==> src/rtl/seg7_value_display.sv <==
// Sequential binary-to-7-segment driver: double-dabble decimal or raw hex,
// with leading-zero blanking and overflow dashes.
//
// Ports:
//   iCLK, iRST_n        clock, async active-low reset
//   iValue, iLoad       value and load request (accepted when oBusy=0)
//   iHexMode, iBlankLZ  display mode and leading-zero blanking, sampled on load
//   oBusy               conversion in progress, iLoad ignored
//   oDone               one-cycle pulse when oSeg/oOverflow are updated
//   oOverflow           last value did not fit in DIGITS digits
//   oSeg                active-low segments, digit i on oSeg[8i+7:8i], DP off
module seg7_value_display #(
    parameter int BIN_W  = 32,
    parameter int DIGITS = 6
) (
    input  logic                  iCLK,
    input  logic                  iRST_n,
    input  logic [BIN_W-1:0]      iValue,
    input  logic                  iLoad,
    input  logic                  iHexMode,
    input  logic                  iBlankLZ,
    output logic                  oBusy,
    output logic                  oDone,
    output logic                  oOverflow,
    output logic [8*DIGITS-1:0]   oSeg
);

    // Enough BCD digits to hold any BIN_W-bit value without loss.
    localparam int BCD_N     = (BIN_W + 2) / 3 + 1;
    localparam int BCD_W     = 4 * BCD_N;
    localparam int CNT_W     = $clog2(BIN_W + 1);
    // Zero-extended views so missing digits/nibbles read as 0.
    localparam int HEX_EXT_W = BIN_W + 4 * DIGITS;
    localparam int BCD_EXT_W = BCD_W + 4 * DIGITS;

    localparam logic [1:0] S_IDLE  = 2'd0;
    localparam logic [1:0] S_SHIFT = 2'd1;
    localparam logic [1:0] S_LATCH = 2'd2;

    logic [1:0]            state_q, state_d;
    logic [BIN_W-1:0]      bin_q, bin_d;
    logic [BCD_W-1:0]      bcd_q, bcd_d;
    logic [CNT_W-1:0]      cnt_q, cnt_d;
    logic                  hex_q, hex_d;
    logic                  blank_q, blank_d;
    logic [8*DIGITS-1:0]   seg_q, seg_d;
    logic                  ovf_q, ovf_d;
    logic                  done_q, done_d;

    logic [BCD_W-1:0]      bcd_adj;
    logic [HEX_EXT_W-1:0]  hex_ext;
    logic [BCD_EXT_W-1:0]  bcd_ext;
    logic [3:0]            nib [DIGITS];
    logic                  disp_ovf;
    logic [8*DIGITS-1:0]   disp_seg;
    logic                  lead;

    function automatic logic [7:0] seg_code(input logic [3:0] n);
        logic [7:0] c;
        c = 8'hFF;
        case (n)
            4'h0: c = 8'hC0;
            4'h1: c = 8'hF9;
            4'h2: c = 8'hA4;
            4'h3: c = 8'hB0;
            4'h4: c = 8'h99;
            4'h5: c = 8'h92;
            4'h6: c = 8'h82;
            4'h7: c = 8'hF8;
            4'h8: c = 8'h80;
            4'h9: c = 8'h90;
            4'hA: c = 8'h88;
            4'hB: c = 8'h83;
            4'hC: c = 8'hC6;
            4'hD: c = 8'hA1;
            4'hE: c = 8'h86;
            4'hF: c = 8'h8E;
            default: c = 8'hFF;
        endcase
        return c;
    endfunction

    // Double-dabble correction: bump every BCD digit >= 5 before the shift.
    always_comb begin
        bcd_adj = bcd_q;
        for (int i = 0; i < BCD_N; i++) begin
            if (bcd_q[4*i +: 4] >= 4'd5) begin
                bcd_adj[4*i +: 4] = bcd_q[4*i +: 4] + 4'd3;
            end
        end
    end

    // Display image computed from the finished conversion.
    always_comb begin
        hex_ext  = HEX_EXT_W'(bin_q);
        bcd_ext  = BCD_EXT_W'(bcd_q);
        disp_seg = '1;
        lead     = 1'b1;
        for (int i = 0; i < DIGITS; i++) begin
            nib[i] = hex_q ? hex_ext[4*i +: 4] : bcd_ext[4*i +: 4];
        end
        disp_ovf = hex_q ? |hex_ext[HEX_EXT_W-1:4*DIGITS]
                         : |bcd_ext[BCD_EXT_W-1:4*DIGITS];
        // Walk from the top digit down; blank while still in leading zeros.
        for (int i = DIGITS - 1; i >= 0; i--) begin
            if (nib[i] != 4'd0) begin
                lead = 1'b0;
            end
            if (disp_ovf) begin
                disp_seg[8*i +: 8] = 8'hBF;
            end else if (blank_q && lead && (i != 0)) begin
                disp_seg[8*i +: 8] = 8'hFF;
            end else begin
                disp_seg[8*i +: 8] = seg_code(nib[i]);
            end
        end
    end

    always_comb begin
        state_d = state_q;
        bin_d   = bin_q;
        bcd_d   = bcd_q;
        cnt_d   = cnt_q;
        hex_d   = hex_q;
        blank_d = blank_q;
        seg_d   = seg_q;
        ovf_d   = ovf_q;
        done_d  = 1'b0;
        case (state_q)
            S_IDLE: begin
                if (iLoad) begin
                    bin_d   = iValue;
                    bcd_d   = '0;
                    cnt_d   = '0;
                    hex_d   = iHexMode;
                    blank_d = iBlankLZ;
                    state_d = iHexMode ? S_LATCH : S_SHIFT;
                end
            end
            S_SHIFT: begin
                {bcd_d, bin_d} = {bcd_adj, bin_q} << 1;
                cnt_d = cnt_q + CNT_W'(1);
                if (cnt_q == CNT_W'(BIN_W - 1)) begin
                    state_d = S_LATCH;
                end
            end
            S_LATCH: begin
                seg_d   = disp_seg;
                ovf_d   = disp_ovf;
                done_d  = 1'b1;
                state_d = S_IDLE;
            end
            default: begin
                state_d = S_IDLE;
            end
        endcase
    end

    always_ff @(posedge iCLK or negedge iRST_n) begin
        if (!iRST_n) begin
            state_q <= S_IDLE;
            bin_q   <= '0;
            bcd_q   <= '0;
            cnt_q   <= '0;
            hex_q   <= 1'b0;
            blank_q <= 1'b0;
            seg_q   <= '1;
            ovf_q   <= 1'b0;
            done_q  <= 1'b0;
        end else begin
            state_q <= state_d;
            bin_q   <= bin_d;
            bcd_q   <= bcd_d;
            cnt_q   <= cnt_d;
            hex_q   <= hex_d;
            blank_q <= blank_d;
            seg_q   <= seg_d;
            ovf_q   <= ovf_d;
            done_q  <= done_d;
        end
    end

    assign oBusy     = (state_q != S_IDLE);
    assign oDone     = done_q;
    assign oOverflow = ovf_q;
    assign oSeg      = seg_q;

endmodule

==> config.mk <==
export PLATFORM = sky130hd
export DESIGN_NAME = seg7_value_display
export DESIGN_NICKNAME = d
export VERILOG_FILES = /design/src/rtl/seg7_value_display.sv
export SDC_FILE = /design/constraint.sdc
export NUM_CORES = 1
export LEC_CHECK = 0
export CAP_MARGIN = 30
export CORE_MARGIN = 2
export CORE_UTILIZATION = 60
export DETAILED_ROUTE_END_ITERATION = 7
export DONT_BUFFER_PORTS = 1
export HOLD_SLACK_MARGIN = 0.02
export PLACE_DENSITY = 0.76
export SKIP_CTS_REPAIR_TIMING = 1
export SYNTH_ARGS = -nofsm -noshare
export SYNTH_HDL_FRONTEND = slang
export SYNTH_SLANG_ARGS = --single-unit
==> constraint.sdc <==
create_clock -name iCLK -period 3.3 [get_ports iCLK]
set_input_delay 0.495 -clock iCLK [delete_from_list [all_inputs] [get_ports iCLK]]
set_output_delay 0.495 -clock iCLK [all_outputs]
set_load 0.05 [all_outputs]
Yosys cells after proc, flatten, opt, wreduce, memory -nomap -nowiden:

Memory sizes are Yosys's and may differ from the RTL's.
Cells that the tools add are included.

* register bits after elaboration: 140
* latch bits: 0
* memory bits (writable): 0
* bits in read-only memories: 672
* output and inout bits: 51
* memories: 6

* $add $sub $neg: 13
* multipliers: 0
* div/mod/pow operators: 0
* order comparisons: 12
* eq/ne operators: 5
* shift-type cells: 0
* multiplexer cells: 46
* bitwise logic cells: 0
* reduce and logical (&&, ||, !) cells: 18

Memories
* (name not given): words 16, bits a word 7, read ports 1, clocked after memory_dff 0, write ports 0, line 61 `case (n)`
* (name not given): words 16, bits a word 7, read ports 1, clocked after memory_dff 0, write ports 0, line 61
* (name not given): words 16, bits a word 7, read ports 1, clocked after memory_dff 0, write ports 0, line 61
* (name not given): words 16, bits a word 7, read ports 1, clocked after memory_dff 0, write ports 0, line 61
* (name not given): words 16, bits a word 7, read ports 1, clocked after memory_dff 0, write ports 0, line 61
* (name not given): words 16, bits a word 7, read ports 1, clocked after memory_dff 0, write ports 0, line 61

Operator list (number)
* 48-bit case mux with 2 select lines: 1
* 8-bit two-way mux: 11
* 4-bit two-way mux: 17
* 32-bit case mux with 2 select lines: 1
* 4-bit by 3-bit greater-or-equal comparator with 1-bit output, second input constant: 12
* 48-bit two-way mux: 1
* 4-bit by 2-bit adder with 4-bit output, second input constant: 11
* 32-bit two-way mux: 1
* 24-bit OR reduction: 1
* 4-bit nonzero test: 5
* 6-bit case mux with 2 select lines: 1
* 8-bit OR reduction: 1
* 1-bit two-way mux: 7
* 6-bit by 1-bit adder with 6-bit output, second input constant: 1
* 6-bit by 5-bit equality test with 1-bit output, second input constant: 1
* 2-bit two-way mux: 3
* 6-bit two-way mux: 1
* 2-bit AND reduction: 3
* 1-bit logical AND: 5
* 2-bit inequality test, second input constant: 2
* 2-bit case mux with 2 select lines: 1
* 2-bit nonzero test: 2
* 3-bit by 2-bit adder with 3-bit output, second input constant: 1
* 3-bit two-way mux: 1
* 3 further kinds: 3

Longest topological paths before layout:

* word-level depth: 10
* depth in mapped cells: 11

Least setup slack after synthesis:

No wires, ideal clock.

* path type: reg-to-reg
* from: reg hex_q
* to: reg seg_q[13], in the netlist oSeg[13]
* library setup time: 0.073 ns
* data arrival time: 2.337 ns
* path slack: 0.890 ns
* stages on the path, launching flop included: 11
* clock period less this slack: 2.410 ns
* cell sequence: dfrtp_1 buf_6 buf_6 buf_6 mux2_2 inv_1 ha_1 o211ai_1 nor4_4 a21oi_2 a21oi_1

* longest elaborated chain between the ends: 10
* elaborated cells between the ends (all ways): 20

Ends and longest elaborated chain
* start, declared: line 44 `logic hex_q, hex_d;`
* start signal, assigned: line 165 `hex_q <= 1'b0;`
* start signal, assigned: line 175 `hex_q <= hex_d;`
* 4-bit two-way mux: line 100 `nib[i] = hex_q ? hex_ext[4*i +: 4] : bcd_ext[4*i +: 4];`
* 4-bit nonzero test: line 106 `if (nib[i] != 4'd0) begin`
* 1-bit two-way mux (5 in series): line 106
* 1-bit logical AND: line 111 `end else if (blank_q && lead && (i != 0)) begin`
* 8-bit two-way mux: line 111
* 8-bit two-way mux (*): line 109 `if (disp_ovf) begin`
* end signal, assigned: line 177 `seg_q <= seg_d;`
* end, declared: line 46 `logic [8*DIGITS-1:0] seg_q, seg_d;`

Every way passes the cells marked *; elsewhere a longest branch is shown, timed or not.
A chain may end at the register's enable or synchronous reset.

Final worst setup path:

* from: reg hex_q
* to: reg seg_q[11], in the netlist oSeg[11]

Same word-level chain as after synthesis.

==> impl_metrics.yaml <==
timing:
  fin_crit_sh_pct: 89.6
  fin_tns_setup_ns: 0
  finClkSkew_ns: 0.00752
  worstMarginPinSlew_ns: 1.03
  rsz0062_at_grt: "false"
  finalSetupViolCount: 0
  final_hold_viol_count: 127
  finalCriticalPeriod_ns: 2.96
  max_slew_margin_pct: 31.3
  max_freq_mhz: 338
  whs_ns: -0.221
  drv_slew: 0
setup_path:
  worst-path-buf-inv: 1
  reg2reg_from: "hex_q"
  cp_slowest_stage_delay_ns: 0.72
  crit_start: "hex_q"
  crit_fanout: 25
  endpoint_kind: "flop"
  worstSetupPathType: "reg2reg"
  crit_path_start_kind: "flop"
  arrival_ns: 3.30
  cp_data_required_time_ns: 3.64
  cpMaxStageDelayCell: "dfrtp_2"
  cp_cell_sequence: "buf_4 > mux2i_1 > ha_1 > o21ai_0 > nor4_4 > a21oi_2 > a21oi_1"
  critPathTopFamily: "flip-flops"
die:
  rows: 42
  start_util_pct: 62.0
  coreArea_um2: 13400
  die_h_um: 122
  ios: 88
  die_area_um2: 14800
  dieWidth_um: 122
final_layout:
  layout.nets: 981
  fillers: 1019
  syn2layout_area_growth_pct: 8.62
  layout-drive-gt1-share_pct: 12.7
  antenna_cells: 0
clocking:
  clock_sinks: 134
  cts_tree: "built"
  cts_buffer_depth: 2
  clk_pin_slew_worst_paths_ns: 0.06
  numCtsBuffers: 17
  root_buffer: "clkbuf_16"
  htreeDepth: 4
  clk_latency_ns: 0.42
yosys:
  yosysWarnings: 0
  ys_seq_area_share_pct: 41.0
  synth_cell_types: 62
  ys.flop_type: "dfrtp_1"
  async_flop_share_pct: 100
  ys_seq_elements: 134
  syn_inst: 890
  synth_edf_count: 0
  syn-cell-area_um2: 8300
  syn_avg_cell_area_um2: 9.33
worst_hold_path:
  hold_class: "in2async"
drt:
  wirelength_mm: 20.1
  detail-route-antenna-nets: 0
  drc: 0
  wl_per_cell_um: 18.9
  drt_iter0_markers: 656
  dr.pass1.iters: 6
  num_vias: 6783
  routed_via_density: 6.36
global_route:
  grt_max_degree: 135
  grt_pass1_wl_mm: 33.6
  grt-ovfl-total: 0
  antenna_found_initial: 1
  grt_pass1_vias: 6833
  grtUsageTotal_pct: 28.4
power_and_ir_drop:
  leakage_uw: 0.00391
  irDropWorstVdd_mv: 0.373
  p_per_area_nw_per_um2: 1040
placed_design:
  hpwl_mm: 13.5
  routabilityCongestion: 0.890
  port_buffers: 0
status:
  violations: "negative hold slack"
  outcome: "finished with violations"
job:
  cap_violations: 0
==> placed cells by master, fill, tap and decap left out, drive strengths merged, types with 4 or more instances in the layout <==
cell type,n
a211oi,5
nor3b,7
o32ai,13
or2,4
buf,13
conb,6
a22o,4
a21oi,59
a22oi,7
clkinv,4
o21a,5
inv,47
a31oi,41
a32oi,5
mux2,13
clkbuf,24
nor2,68
o21ai,82
nand2,90
mux4,4
a32o,12
and2,32
nand2b,13
xnor2,12
dfstp,42
ha,67
xor2,12
o22ai,14
dfrtp,92
mux2i,24
o22a,7
o31ai,12
nor3,14
==> layer usage <==
layer  part of all wire [%]  global-route usage [%]
met1                     42                    35.8
met2                     50                    48.7
met3                    6.0                    6.41
met4                    2.1                    9.20
met5                  0.065                       0
==> worst reg2reg max path, delay by kind of cell, from the launching register on <==
family	cells	cell delay [ns]
AO/OA/AOI/OAI	3	0.60
adder cells (fa/ha/maj)	1	0.32
flip-flops	1	0.72
AND/OR/NAND/NOR	1	0.38
multiplexers	1	0.51
buffers and inverters	1	0.36
==> power by group <==
group | leakage [uW] | total, uW | switching, uW | internal (uW)
clock | 0.000294 | 1940 | 693 | 1250
sequential | 0.00167 | 3720 | 1350 | 2370
combinational | 0.00195 | 3740 | 2260 | 1480
==> final timing paths <==
kind	end	slack (ns)	cells past startpoint
min	oOverflow	-0.22	0
max reg2reg	oSeg[11]	0.34	7
max	oSeg[11]	0.34	7
max in group asynchronous	oSeg[41]	3.28	0
min in group iCLK	bin_q[0]	0.21	1
min reg2reg	cnt_q[5]	0.50	1
==> stage by stage <==
step	instance area (um2)	utilization (%)	std cells	total power, uW	setup slack [ns]
floorplan	8320	-	895	6450	0.890
global placement	8420	62.8	1034	7150	0.639
detailed placement	8420	62.8	1034	7360	0.455
CTS	9020	67.3	1066	9360	0.424
global route	9020	67.3	1066	9960	0.153
finish	9020	67.3	1066	9390	0.344
==> flip-flops by register name, summed over array words and instances, names as in the netlist <==
signal,cells
bcd_q,48
blank_q,1
bin_q,32
oSeg,42
oOverflow,1
oDone,1
state_q,2
hex_q,1
cnt_q,6
==> cell type report <==
type,count,area [um2],share of cell area (%)
Clock inverter,8,121,1.35
Inverter,47,176,1.96
Sequential cell,134,3410,37.8
Timing Repair Buffer,13,110,1.22
Clock buffer,24,482,5.34
Tap cell,176,220,2.44
Multi-Input combinational cell,664,4500,49.9
==> cell families (layout without fill, tap and decap cells) <==
| kind of cell | count (synthesis) | after routing | synth area share, % |
|---|---|---|---|
| AOI/OAI and AO/OA | 280 | 280 | 21.3 |
| xor gates and xnor gates | 24 | 24 | 2.53 |
| adders and majority gates | 67 | 67 | 10.1 |
| buffers and inverters | 97 | 92 | 5.17 |
| DFF | 134 | 134 | 41.0 |
| muxes | 41 | 41 | 5.83 |
| other | 1 | 6 | 0.0452 |
| and+or+nand+nor | 246 | 246 | 14.1 |
==> Yosys cell counts, types with 6 or more instances <==
library cell	n	share of area, %
dfrtp_1	92	28
nand2_1	90	4.1
o21ai_0	80	4.8
ha_1	67	10
nor2_1	66	3.0
a21oi_1	58	3.5
inv_1	46	2.1
dfstp_2	42	13
a31oi_1	41	3.1
and2_1	32	2.4
clkbuf_1	30	1.4
mux2i_1	23	2.8
nor3_1	14	0.84
o22ai_1	14	1.1
nand2b_1	13	0.98
o32ai_1	13	1.4
a32o_1	12	1.4
mux2_2	12	1.6
o31ai_1	12	1.1
xnor2_1	12	1.3
xor2_1	12	1.3
a22oi_1	7	0.63
buf_2	7	0.42
buf_4	7	0.63
o22a_1	7	0.74
nor3b_1	6	0.54
No activity file was read; power rests on OpenSTA's default activity.
